## src/rtl/cp0_exc_sequencer_if.sv

```systemverilog
// rtl/cp0_exc_sequencer_if.sv - request, CP0 strobe and PC-redirect bundle of the exception sequencer
// Signals:
//   req_syscall, req_break, req_teq, eret_req : one-cycle request pulses from decode/execute
//   ext_irq                                   : level external interrupt
//   cpu_mtc0                                  : MTC0 executing this cycle
//   status, exc_addr                          : CP0 registers 12 and 14
//   exception, cause, must_exception, eret    : strobes towards CP0
//   pc_load, pc_target                        : PC mux select and redirect address
//   stall, depth, drop, overflow              : pipeline freeze and sequencer status
// master: the sequencer; slave: the surrounding CPU/CP0 side.
interface cp0_exc_sequencer_if;
   logic        req_syscall;
   logic        req_break;
   logic        req_teq;
   logic        ext_irq;
   logic        eret_req;
   logic        cpu_mtc0;
   logic [31:0] status;
   logic [31:0] exc_addr;
   logic        exception;
   logic [4:0]  cause;
   logic        must_exception;
   logic        eret;
   logic        pc_load;
   logic [31:0] pc_target;
   logic        stall;
   logic [2:0]  depth;
   logic        drop;
   logic        overflow;

   modport master (
      input  req_syscall, req_break, req_teq, ext_irq, eret_req, cpu_mtc0, status, exc_addr,
      output exception, cause, must_exception, eret, pc_load, pc_target, stall, depth, drop, overflow
   );

   modport slave (
      output req_syscall, req_break, req_teq, ext_irq, eret_req, cpu_mtc0, status, exc_addr,
      input  exception, cause, must_exception, eret, pc_load, pc_target, stall, depth, drop, overflow
   );
endinterface

```

## src/rtl/cp0_exc_sequencer.sv

```systemverilog
// rtl/cp0_exc_sequencer.sv - latches, prioritises and sequences exception entry and ERET exit around CP0
// Ports:
//   clk  : system clock, rising edge
//   rst  : asynchronous active-high reset
//   bus  : cp0_exc_sequencer_if.master (requests/CP0 registers in; CP0 strobes, PC redirect, status out)
// Parameters:
//   HANDLER_ADDR : PC loaded on exception entry
//   MAX_DEPTH    : deepest allowed nesting before entries are refused
module cp0_exc_sequencer #(
   parameter logic [31:0] HANDLER_ADDR = 32'h0000_0004,
   parameter int          MAX_DEPTH    = 3
) (
   input  logic                 clk,
   input  logic                 rst,
   cp0_exc_sequencer_if.master  bus
);

   typedef enum logic [2:0] {
      ST_IDLE,
      ST_SAVE,
      ST_VECT,
      ST_RET,
      ST_RETPC
   } state_t;

   typedef enum logic [1:0] {
      SRC_IRQ,
      SRC_TEQ,
      SRC_BRK,
      SRC_SYS
   } src_t;

   localparam logic [4:0] CAUSE_IRQ = 5'b00000;
   localparam logic [4:0] CAUSE_TEQ = 5'b01101;
   localparam logic [4:0] CAUSE_BRK = 5'b01001;
   localparam logic [4:0] CAUSE_SYS = 5'b01000;
   localparam logic [2:0] DEPTH_MAX = 3'(MAX_DEPTH);

   state_t      state;
   logic        pend_sys;
   logic        pend_brk;
   logic        pend_teq;
   logic        pend_irq;
   logic        pend_eret;

   logic        win_valid;
   logic        win_en;
   src_t        win_src;
   logic [4:0]  win_cause;

   // A masked irq is never a candidate: it cannot be dropped (it is a level)
   // and must not hide lower-priority synchronous requests behind it.
   always_comb begin
      win_valid = 1'b0;
      win_en    = 1'b0;
      win_src   = SRC_SYS;
      win_cause = CAUSE_SYS;
      if (pend_irq && bus.status[0] && bus.status[4]) begin
         win_valid = 1'b1;
         win_en    = 1'b1;
         win_src   = SRC_IRQ;
         win_cause = CAUSE_IRQ;
      end else if (pend_teq) begin
         win_valid = 1'b1;
         win_en    = bus.status[0] & bus.status[3];
         win_src   = SRC_TEQ;
         win_cause = CAUSE_TEQ;
      end else if (pend_brk) begin
         win_valid = 1'b1;
         win_en    = bus.status[0] & bus.status[2];
         win_src   = SRC_BRK;
         win_cause = CAUSE_BRK;
      end else if (pend_sys) begin
         win_valid = 1'b1;
         win_en    = bus.status[0] & bus.status[1];
         win_src   = SRC_SYS;
         win_cause = CAUSE_SYS;
      end
   end

   always_ff @(posedge clk or posedge rst) begin
      if (rst) begin
         state              <= ST_IDLE;
         pend_sys           <= 1'b0;
         pend_brk           <= 1'b0;
         pend_teq           <= 1'b0;
         pend_irq           <= 1'b0;
         pend_eret          <= 1'b0;
         bus.exception      <= 1'b0;
         bus.cause          <= 5'd0;
         bus.must_exception <= 1'b0;
         bus.eret           <= 1'b0;
         bus.pc_load        <= 1'b0;
         bus.pc_target      <= 32'd0;
         bus.stall          <= 1'b0;
         bus.depth          <= 3'd0;
         bus.drop           <= 1'b0;
         bus.overflow       <= 1'b0;
      end else begin
         // Collect new pulses; a clear issued later in this block wins, so a
         // pulse coinciding with arbitration of the same source is merged.
         pend_irq  <= bus.ext_irq;
         pend_sys  <= pend_sys  | bus.req_syscall;
         pend_brk  <= pend_brk  | bus.req_break;
         pend_teq  <= pend_teq  | bus.req_teq;
         pend_eret <= pend_eret | bus.eret_req;
         bus.drop  <= 1'b0;

         case (state)
            ST_IDLE: begin
               if (win_valid) begin
                  case (win_src)
                     SRC_TEQ: pend_teq <= 1'b0;
                     SRC_BRK: pend_brk <= 1'b0;
                     SRC_SYS: pend_sys <= 1'b0;
                     default: ;
                  endcase
                  if (!win_en) begin
                     bus.drop <= 1'b1;
                  end else if (bus.depth == DEPTH_MAX) begin
                     bus.overflow <= 1'b1;
                     bus.drop     <= 1'b1;
                  end else begin
                     state              <= ST_SAVE;
                     bus.cause          <= win_cause;
                     bus.exception      <= 1'b1;
                     bus.must_exception <= 1'b1;
                     bus.stall          <= 1'b1;
                  end
               end else if (pend_eret) begin
                  if (bus.depth != 3'd0) begin
                     state     <= ST_RET;
                     bus.eret  <= 1'b1;
                     bus.stall <= 1'b1;
                  end else begin
                     pend_eret <= 1'b0;
                     bus.drop  <= 1'b1;
                  end
               end
            end
            // CP0 lets an MTC0 win the write port, so entry is only committed
            // on an edge where no MTC0 is executing.
            ST_SAVE: begin
               if (!bus.cpu_mtc0) begin
                  state              <= ST_VECT;
                  bus.exception      <= 1'b0;
                  bus.must_exception <= 1'b0;
                  bus.pc_load        <= 1'b1;
                  bus.pc_target      <= HANDLER_ADDR;
                  bus.depth          <= bus.depth + 3'd1;
               end
            end
            ST_VECT: begin
               state         <= ST_IDLE;
               bus.pc_load   <= 1'b0;
               bus.pc_target <= 32'd0;
               bus.stall     <= 1'b0;
            end
            ST_RET: begin
               if (!bus.cpu_mtc0) begin
                  state         <= ST_RETPC;
                  bus.eret      <= 1'b0;
                  bus.pc_load   <= 1'b1;
                  bus.pc_target <= bus.exc_addr + 32'd4;
                  bus.depth     <= bus.depth - 3'd1;
                  pend_eret     <= 1'b0;
               end
            end
            ST_RETPC: begin
               state         <= ST_IDLE;
               bus.pc_load   <= 1'b0;
               bus.pc_target <= 32'd0;
               bus.stall     <= 1'b0;
            end
            default: state <= ST_IDLE;
         endcase
      end
   end

endmodule

```

## src/flat_wrapper.sv

```systemverilog
// flat-port wrapper written by rule: the top's interface ports become plain ports
module cp0_exc_sequencer_flat 
#(
   parameter logic [31:0] HANDLER_ADDR = 32'h0000_0004,
   parameter int          MAX_DEPTH    = 3
)
  (clk, rst, bus_req_syscall, bus_req_break, bus_req_teq, bus_ext_irq, bus_eret_req, bus_cpu_mtc0, bus_status, bus_exc_addr, bus_exception, bus_cause, bus_must_exception, bus_eret, bus_pc_load, bus_pc_target, bus_stall, bus_depth, bus_drop, bus_overflow);
  cp0_exc_sequencer_if bus_i ();
  input  logic clk;
  input  logic rst;
  input wire logic [$bits(bus_i.req_syscall)-1:0] bus_req_syscall;
  input wire logic [$bits(bus_i.req_break)-1:0] bus_req_break;
  input wire logic [$bits(bus_i.req_teq)-1:0] bus_req_teq;
  input wire logic [$bits(bus_i.ext_irq)-1:0] bus_ext_irq;
  input wire logic [$bits(bus_i.eret_req)-1:0] bus_eret_req;
  input wire logic [$bits(bus_i.cpu_mtc0)-1:0] bus_cpu_mtc0;
  input wire logic [$bits(bus_i.status)-1:0] bus_status;
  input wire logic [$bits(bus_i.exc_addr)-1:0] bus_exc_addr;
  output wire logic [$bits(bus_i.exception)-1:0] bus_exception;
  output wire logic [$bits(bus_i.cause)-1:0] bus_cause;
  output wire logic [$bits(bus_i.must_exception)-1:0] bus_must_exception;
  output wire logic [$bits(bus_i.eret)-1:0] bus_eret;
  output wire logic [$bits(bus_i.pc_load)-1:0] bus_pc_load;
  output wire logic [$bits(bus_i.pc_target)-1:0] bus_pc_target;
  output wire logic [$bits(bus_i.stall)-1:0] bus_stall;
  output wire logic [$bits(bus_i.depth)-1:0] bus_depth;
  output wire logic [$bits(bus_i.drop)-1:0] bus_drop;
  output wire logic [$bits(bus_i.overflow)-1:0] bus_overflow;
  assign bus_i.req_syscall = bus_req_syscall;
  assign bus_i.req_break = bus_req_break;
  assign bus_i.req_teq = bus_req_teq;
  assign bus_i.ext_irq = bus_ext_irq;
  assign bus_i.eret_req = bus_eret_req;
  assign bus_i.cpu_mtc0 = bus_cpu_mtc0;
  assign bus_i.status = bus_status;
  assign bus_i.exc_addr = bus_exc_addr;
  assign bus_exception = bus_i.exception;
  assign bus_cause = bus_i.cause;
  assign bus_must_exception = bus_i.must_exception;
  assign bus_eret = bus_i.eret;
  assign bus_pc_load = bus_i.pc_load;
  assign bus_pc_target = bus_i.pc_target;
  assign bus_stall = bus_i.stall;
  assign bus_depth = bus_i.depth;
  assign bus_drop = bus_i.drop;
  assign bus_overflow = bus_i.overflow;
  cp0_exc_sequencer #(.HANDLER_ADDR(HANDLER_ADDR), .MAX_DEPTH(MAX_DEPTH)) u_core (.clk(clk), .rst(rst), .bus(bus_i));
endmodule
```

## config.mk

```make
export PLATFORM = sky130hd
export DESIGN_NAME = cp0_exc_sequencer_flat
export DESIGN_NICKNAME = d
export VERILOG_FILES = /design/src/rtl/cp0_exc_sequencer_if.sv /design/src/rtl/cp0_exc_sequencer.sv /design/src/flat_wrapper.sv
export SDC_FILE = /design/constraint.sdc
export NUM_CORES = 1
export LEC_CHECK = 0
export ABC_AREA = 1
export CORE_MARGIN = 2
export CORE_UTILIZATION = 45
export CTS_CLUSTER_DIAMETER = 200
export DETAILED_ROUTE_END_ITERATION = 16
export GPL_ROUTABILITY_DRIVEN = 0
export HOLD_SLACK_MARGIN = 0.05
export PLACE_DENSITY = 0.88
export SYNTH_ARGS = -nofsm -noshare
export SYNTH_HDL_FRONTEND = slang
export SYNTH_SLANG_ARGS = --single-unit
```

## constraint.sdc

```tcl
create_clock -name clk -period 3.9 [get_ports clk]
set_clock_uncertainty 0.2 [all_clocks]
set_input_delay 0.585 -clock clk [delete_from_list [all_inputs] [get_ports clk]]
set_output_delay 0.585 -clock clk [all_outputs]
set_load 0.005 [all_outputs]
```

==> metrics.yaml <==
clock_tree:
  clock-sinks: 52
  path_clk_slew_ns: 0.10
  postCtsHoldBufs: 0
  post_cts_resized: 0
  numCtsBuffers: 5
  max-clock-path-buffers: 2
  cts_tree: "yes"
  cts_root_buf: "clkbuf_8"
  cts_setup_buffers: 0
  clkLatencyLatePin_ns: 0.31
  htree_levels: 2
final_layout:
  final_nets: 590
  area_delta_synth_final_pct: 35.16
  diodes: 0
  utilization_pct: 61.84
  drive_gt1_share_pct: 8.317
logic_synthesis:
  muxShareOfSynthArea_pct: 0
  avgSynthCellArea_um2: 7.159
  synth_cell_type_count: 35
  synth_top_family_by_area: "simple AND/OR/NAND/NOR gates"
  ys_seq_area_share_pct: 42.57
  synthAdderAreaFrac_pct: 1.064
  netlist_area_um2: 3057
  ys_ff_latch: 52
  synth_cells: 427
  yosys_warnings: 0
  synth_compound_area_share_pct: 9.783
  synth_xor_area_share_pct: 0.8596
  synth_simple_gate_area_share_pct: 37.33
route:
  wl_per_cell_um: 13.30
  drtPass1Iterations: 5
  drtIter0Drc: 162
  routed_wl_um: 7940
  via_per_inst: 5.164
  drtAntennaViolNets: 0
  via_count: 3083
  drc: 0
sta:
  period_needed_ns: 2.172
  rsz0062_at_grt: "false"
  setup_tns_ns: 0
  final_hold_viol_count: 0
  maxSlewViolCount: 0
  worst_slew_margin_rel_pct: 27.52
  setup_viol: 0
  max_freq_ghz: 0.4605
  fin_crit_sh_pct: 55.69
  worst_slew_pin_slew_ns: 1.087
die:
  die_y_um: 86.42
  die_w_um: 86.42
  rows: 30
  core_area_um2: 6681
  pin_count: 119
  die_area_um2: 7468
  initial_utilization_pct: 45.75
critical_path:
  rr_worst_depth: 8
  required_ns: 3.90
  reg2reg_from: "u_core.state[2]"
  cp.arrival_ns: 2.17
  r2r_slack_ns: 2.15
  critPathKind: "in2reg"
  start_kind: "input pin"
  reg2reg_to: "u_core.pend_eret"
  cp-end-kind: "flop"
  path_max_fanout: 6
grt:
  gr-usage-all-layers_pct: 22.30
  grt_remaining_overflow: 0
  antenna_found_initial: 0
  grt_pass1_wl_um: 13450
  grt_pass1_vias: 3078
  grt_max_degree: 53
hold_path:
  min_path_cells: 2
  hold_path_end: "u_core.bus.pc_load"
  hp-class: "reg2reg"
  min-delay-start: "u_core.bus.pc_load"
run_status:
  status: "completed"
pwr:
  vdd_drop_max_uv: 217.2
  leakage_nw: 1.909
  p_per_area_nw_per_um2: 566.2
flow_run:
  max_cap_violations: 0
placement:
  portBuffers: 89
  hpwl_um: 5997
logic make-up after synthesis:
kind of cell | Yosys count
adders and majority gates | 2
buffers and inverters | 53
other | 1
and+or+nand+nor | 265
DFF | 52
xor gates and xnor gates | 3
AOI/OAI and AO/OA | 51
layout by cell type (no fill, tap or decap), types with 2 or more instances in the layout:
cell type	n
bufinv_16	3
conb_1	2
o21ai_1	19
clkdlybuf4s50_1	89
nor2_1	65
inv_2	9
nand3_1	20
o21bai_1	2
nand3b_1	3
a22o_1	3
inv_4	2
a31oi_1	2
nand2_1	152
xor2_1	3
clkbuf_8	5
dfrtp_1	52
nand3_2	3
inv_1	34
nand4_1	3
nor3_1	2
nor2_2	8
nand2_2	3
o21ai_0	11
nor2_4	3
nand2_4	2
o21ai_2	2
a21oi_1	6
per-layer routing:
| metal | global-route usage [%] | vias up | share of wire, % |
|---|---|---|---|
| li1 | - | 1519 | - |
| met5 | 0 | - | 0 |
| met1 | 27.67 | 1431 | 42 |
| met4 | 7.102 | 0 | 1.3 |
| met2 | 38.95 | 123 | 49 |
| met3 | 4.476 | 10 | 7.1 |
cell usage after synthesis:
master,number,share of area (%)
a21oi_1,6,0.98
a21oi_2,1,0.29
a22o_1,3,0.86
a31o_2,1,0.29
a31oi_1,2,0.41
a41oi_1,1,0.29
buf_4,3,0.74
buf_6,5,1.8
conb_1,1,0.12
dfrtp_1,52,43
fa_1,1,0.65
ha_1,1,0.41
inv_1,35,4.3
inv_2,8,0.98
inv_4,2,0.41
nand2_1,152,19
nand2_2,3,0.61
nand2_4,2,0.74
nand3_1,20,3.3
nand3_2,3,0.98
nand3b_1,3,0.74
nand4_1,3,0.61
nor2_1,65,8.0
nor2_2,8,1.6
nor2_4,3,1.1
nor2_8,1,0.65
nor3_1,2,0.33
o211ai_1,1,0.25
o21ai_0,11,1.8
o21ai_1,19,3.1
o21ai_2,2,0.57
o21bai_1,2,0.49
o22ai_1,1,0.20
o31ai_1,1,0.25
xor2_1,3,0.86
power breakdown:
group / internal, W / leakage, nW / switching [W] / total [W]
Clock: 0.000321 / 0.0784 / 0.000185 / 0.000506
Combinational: 0.000495 / 1.16 / 0.000485 / 0.000980
Sequential: 0.000725 / 0.667 / 0.000128 / 0.000853
worst max-delay path by stage:
stage | from | endpoint | slack (ns) | depth (start not counted)
after floorplan | rst | u_core.bus.cause[0] | 1.86 | 1
after global placement | bus_exc_addr[2] | u_core.bus.pc_target[12] | 1.44 | 9
after detailed placement | bus_exc_addr[2] | u_core.bus.pc_target[20] | 1.43 | 9
after CTS | bus_exc_addr[2] | u_core.bus.pc_target[20] | 1.76 | 9
after global routing | bus_exc_addr[2] | u_core.bus.pc_target[22] | 1.57 | 10
final | bus_exc_addr[2] | u_core.bus.pc_target[20] | 1.73 | 9
layout make-up:
cell class | count | area [um^2]
Inverter | 45 | 173.9
Fill cell | 589 | 2550
Tap cell | 80 | 100.1
Timing Repair Buffer | 89 | 890.9
Clock buffer | 5 | 68.82
Sequential cell | 52 | 1301
Multi-Input combinational cell | 323 | 1506
Clock inverter | 3 | 90.09
critical path, cell delays in order:
cell	delay, ns
clkdlybuf4s50_1	0.53
ha_1	0.19
nand2_1	0.10
nor2_2	0.15
nand3_2	0.16
nor2_4	0.17
nand2_1	0.09
nor2_1	0.11
o21ai_1	0.08
state kept, by name, indices dropped and copies added, names as in the netlist, 3 cells and up:
| signal | count |
|---|---|
| u_core.bus.cause | 3 |
| u_core.bus.depth | 3 |
| u_core.bus.pc_target | 32 |
| u_core.state | 3 |
metrics by stage:
stage	cell area [um^2]	total power (W)	std cells	hold WS, ns	setup slack (ns)
finish	4131	0.002339	597	0.2848	1.728
global route	4131	0.002510	597	0.3003	1.567
CTS	4131	0.002360	597	0.2871	1.763
detailed placement	3973	0.001848	589	0.2646	1.432
global placement	3973	0.001806	589	0.2515	1.444
floorplan	3060	0.001388	428	0.2637	1.857
Note: power is estimated with default switching activity, not from simulation.
==> edit 1 (config.mk and constraints unchanged) <==
The 5 states of `state_t` get a Gray code encoding in 3 bits.
--- a/src/rtl/cp0_exc_sequencer.sv
+++ b/src/rtl/cp0_exc_sequencer.sv
@@ -16,11 +16,11 @@
 );
 
    typedef enum logic [2:0] {
-      ST_IDLE,
-      ST_SAVE,
-      ST_VECT,
-      ST_RET,
-      ST_RETPC
+      ST_IDLE  = 3'b000,
+      ST_SAVE  = 3'b001,
+      ST_VECT  = 3'b011,
+      ST_RET   = 3'b010,
+      ST_RETPC = 3'b110
    } state_t;
 
    typedef enum logic [1:0] {
Formal check against the unedited RTL: same outputs for any inputs over 10 cycles, from zero or initial values and one cycle with rst high; not proved beyond that.
==> edit 1 against the unedited design <==
  * Count of clock-buffer cells in the layout did not move
  * Worst setup slack got worse by 0.36 ns
  * Routed wire length rose by 5.7%
  * Sequential cell count did not move
  * Final area fell by 1.2%
  * Maximum frequency fell by 14%
  * Critical path type unchanged
  * Hold slack got worse by 0.0084 ns
  * Area after synthesis fell by 0.53%
  * Sequential share of layout area rose by 0.38 points
  * Largest power group unchanged
  * Via count rose by 4.8%
  * Power rose by 3.4%
==> edit 1: results <==
set metrics [dict create \
    outcome "complete, no violations" \
    dr.pass1.iters 6 \
    clk_latency_ns 0.31 \
    cp_slowest_cell "clkdlybuf4s50_1" \
    antenna_cells 0 \
    yosysSeqAreaShare 0.428 \
    async_flop_share 1.00 \
    hpwlAfterDp_mm 6.40 \
    route.vias.total 3231 \
    synth_area_per_cell_um2 7.17 \
    min_from "u_core.bus.stall" \
    switching_share 0.385 \
    largest_reg_flops 32 \
    fin_nets 588 \
    postCtsResizedCells 0 \
    slew_headroom 0.301 \
    path_clk_slew_ns 0.09 \
    min_path_type "flop to flop" \
    arrival_ns 2.54 \
    drt_iter0_drc 209 \
    cts_root_buf "clkbuf_8" \
    synth.distinct_cells 34 \
    drive_above_1_share 0.0466 \
    place_inst 584 \
    synth.area.top_cells "dfrtp_1 (43%), nand2_1 (19%), inv_1 (5.3%)" \
    crit_fanout 5 \
    ys.flop_type "dfrtp_1" \
    yosys-top-cells-count "nand2_1 (153), dfrtp_1 (52), inv_1 (43), nor2_1 (43), nand3_1 (28)" \
    r2r_start "u_core.state[0]" \
    grt_pass1_wl_mm 14.2 \
    postCtsSetupBuffers 0 \
    fillers 565 \
    ir_drop_mv 0.311 \
    vias_per_cell 5.46 \
    portBuffers 89 \
    routed_wl_mm 8.39 \
    grt_pass1_vias 3142 \
    p_leak_nw 1.92 \
    htreeDepth 2 \
    track_usage 0.237 \
    largest_register "u_core.bus.pc_target" \
    grt_max_degree 53 \
]
-- edit 1: cell types whose count changed after synthesis, sizes merged, moves of 3 or more --
cell | unedited run | this run
nand3 | 23 | 29
nor3 | 2 | 18
inv | 45 | 48
nand4 | 3 | 13
a21oi | 7 | 10
nor2 | 77 | 44
o21ai | 32 | 23
-- edit 1: logic make-up (layout without fill, tap and decap cells) --
logic type,Yosys count,after routing,share of synthesized area
AND/OR/NAND/NOR,265,265,0.379
buffers and inverters,55,145,0.0819
flip-flops,52,52,0.428
AO/OA/AOI/OAI,44,44,0.0844
XOR/XNOR,4,4,0.0115
adder cells (fa/ha/maj),2,2,0.0107
other,1,2,0.00123
multiplexers,1,1,0.00370
-- edit 1: routing by layer --
metal | global-route usage | vias to the layer above | wire length, um
met4 | 0.108 | 0 | 285
li1 | - | 1545 | -
met5 | 0 | - | 0
met3 | 0.0476 | 35 | 709
met1 | 0.288 | 1479 | 3340
met2 | 0.407 | 172 | 4050
-- edit 1: layout make-up --
class,count,area (um2),area share
flip-flops and latches,52,1300,0.319
repair buffers,89,891,0.218
clock inverters,3,46.3,0.0113
well taps,77,96.3,0.0236
inverters,48,185,0.0454
clock buffers,5,68.8,0.0169
multi-input cells,318,1490,0.366
-- edit 1: worst max-delay path, delay by kind of cell --
kind	cells	cell delay, ns
adders and majority gates	1	0.28
buffers and inverters	1	0.54
and+or+nand+nor	7	1.12
-- edit 1: power by group through the flow --
stage / clock [mW] / sequential (mW) / combinational, mW
finish: 0.382 / 0.901 / 1.14
global route: 0.412 / 0.931 / 1.27
floorplan: 0 / 0.899 / 0.632
CTS: 0.385 / 0.900 / 1.15
detailed placement: 0 / 0.908 / 1.14
global placement: 0 / 0.899 / 1.10
-- edit 1: stage by stage --
| step | worst slack [ns] | cell area (um2) | hold WS, ns |
|---|---|---|---|
| 4_1_cts | 1.42 | 4080 | 0.280 |
| 3_5_place_dp | 1.10 | 3970 | 0.257 |
| 3_3_place_gp | 1.09 | 3970 | 0.253 |
| 5_1_grt | 1.20 | 4080 | 0.293 |
| 6_report | 1.37 | 4080 | 0.276 |
| 2_1_floorplan | 1.86 | 3040 | 0.251 |
-- edit 1: path summary, 6_finish.rpt --
check,end,slack (ns),cells after the start
worst max-delay path,u_core.bus.pc_target[22],1.37,9
worst min-delay path,u_core.bus.stall,0.28,2
worst max register to register,u_core.bus.pc_target[9],1.93,8
worst min register to register,u_core.bus.stall,0.28,2
max in group asynchronous,u_core.bus.pc_target[11],2.21,2
min in group asynchronous,u_core.bus.cause[3],0.64,2
==> edit 2 (same settings) <==
Without the edit above. Make the reset (`rst`) synchronous in one clocked block. Comments in the files are not updated.
--- a/src/rtl/cp0_exc_sequencer.sv
+++ b/src/rtl/cp0_exc_sequencer.sv
@@ -78,7 +78,7 @@
       end
    end
 
-   always_ff @(posedge clk or posedge rst) begin
+   always_ff @(posedge clk) begin
       if (rst) begin
          state              <= ST_IDLE;
          pend_sys           <= 1'b0;
Formal check against the unedited RTL: differs if rst is asserted again (counterexample within 4 cycles, from zero or initial values and one cycle with rst high); with rst held inactive, the same outputs for 10 cycles.
==> edit 2 against the unedited design <==
  * Routed wire length up 2.5%
  * Area after synthesis down 3.6%
  * Synthesized cell count up 6.6%
  * Sequential power down 21%
  * Power down 29%
  * Via count up 6.5%
  * Final area down 4.4%
  * Worst setup slack worse by 0.21 ns
  * Cell count up 3.4%
  * Sequential cell count unchanged
  * Critical path type unchanged
  * Critical endpoint is now u_core.bus.pc_target[26]
  * Highest routed layer unchanged
==> edit 2: results <==
set metrics [dict create \
    p_sw_uw 639 \
    p_leak_nw 1.49 \
    pg_clk_uw 315 \
    globalRouteMet2Util 0.382 \
    routed-wl-met3_um 583 \
    async_flop_share 0 \
    use_met3 0.0399 \
    met2_wirelength_mm 3.87 \
    power_mw 1.67 \
    fillers 570 \
    synth_area_per_cell_um2 6.48 \
    met1_length_mm 3.54 \
    track_usage 0.225 \
    outcome "complete, no violations" \
    grt_use_met1 0.285 \
    grt_pass1_vias 3112 \
    drive_above_1_share 0.0648 \
    crit_fanout 5 \
    worst_pin_slew_ns 0.502 \
    grt_max_degree 37 \
    yosys-top-cells-count "nand2_1 (126), dfxtp_1 (52), a21oi_1 (50), nor2_1 (48), inv_1 (47)" \
    hpwlAfterDp_mm 6.28 \
    ir_drop_mv 0.366 \
    grt_pass1_wl_mm 13.5 \
    yosysSeqAreaShare 0.353 \
    p_comb_uw 678 \
    route.vias.total 3283 \
    final-instance-count-excl-fill 617 \
    multi_input_area_um2 1630 \
    synth.area.top_cells "dfxtp_1 (35%), nand2_1 (16%), a21oi_1 (8.5%)" \
    fin_nets 613 \
]
edit 2: cell count changes in the layout (fill, tap and decap cells not counted), moves of 5 or more:
cell	unedited run	this run
o21ai_0	11	25
a21oi_1	6	50
nand4_1	3	8
o21ai_1	19	0
inv_1	34	47
nor3_1	2	7
dfxtp_1	0	52
nand2_1	152	126
nor2_1	65	48
dfrtp_1	52	0
nand3_1	20	28
edit 2: layout make-up:
cell class | instances | share of cell area
sequential | 52 | 0.264
clock inverter | 2 | 0.00412
clock buffer | 6 | 0.0184
tap | 77 | 0.0244
timing repair buffer | 90 | 0.228
multi-input combinational | 337 | 0.412
inverter | 53 | 0.0504
edit 2: worst paths after layout:
path | start | to | slack (ns) | cells after the start
worst min-delay path | u_core.bus.stall | u_core.bus.stall | 0.27 | 2
worst min register to register | u_core.bus.stall | u_core.bus.stall | 0.27 | 2
worst max-delay path | bus_exc_addr[3] | u_core.bus.pc_target[26] | 1.51 | 10
worst max register to register | u_core.state[1] | u_core.bus.pc_target[19] | 1.88 | 6
edit 2: metrics by stage:
| stage | util | cell area [um2] |
|---|---|---|
| after floorplan | - | 2950 |
| after detailed placement | 0.608 | 3860 |
| final | 0.622 | 3950 |
| after global routing | 0.622 | 3950 |
| after CTS | 0.622 | 3950 |
| after global placement | 0.608 | 3860 |
edit 2: logic make-up after synthesis:
| kind of cell | count (synthesis) | share of synthesized area |
|---|---|---|
| flip-flops | 52 | 0.353 |
| buffers and inverters | 67 | 0.0968 |
| adder cells (fa/ha/maj) | 2 | 0.0110 |
| AND/OR/NAND/NOR | 245 | 0.377 |
| other | 1 | 0.00127 |
| AO/OA/AOI/OAI | 86 | 0.155 |
| XOR/XNOR | 2 | 0.00594 |
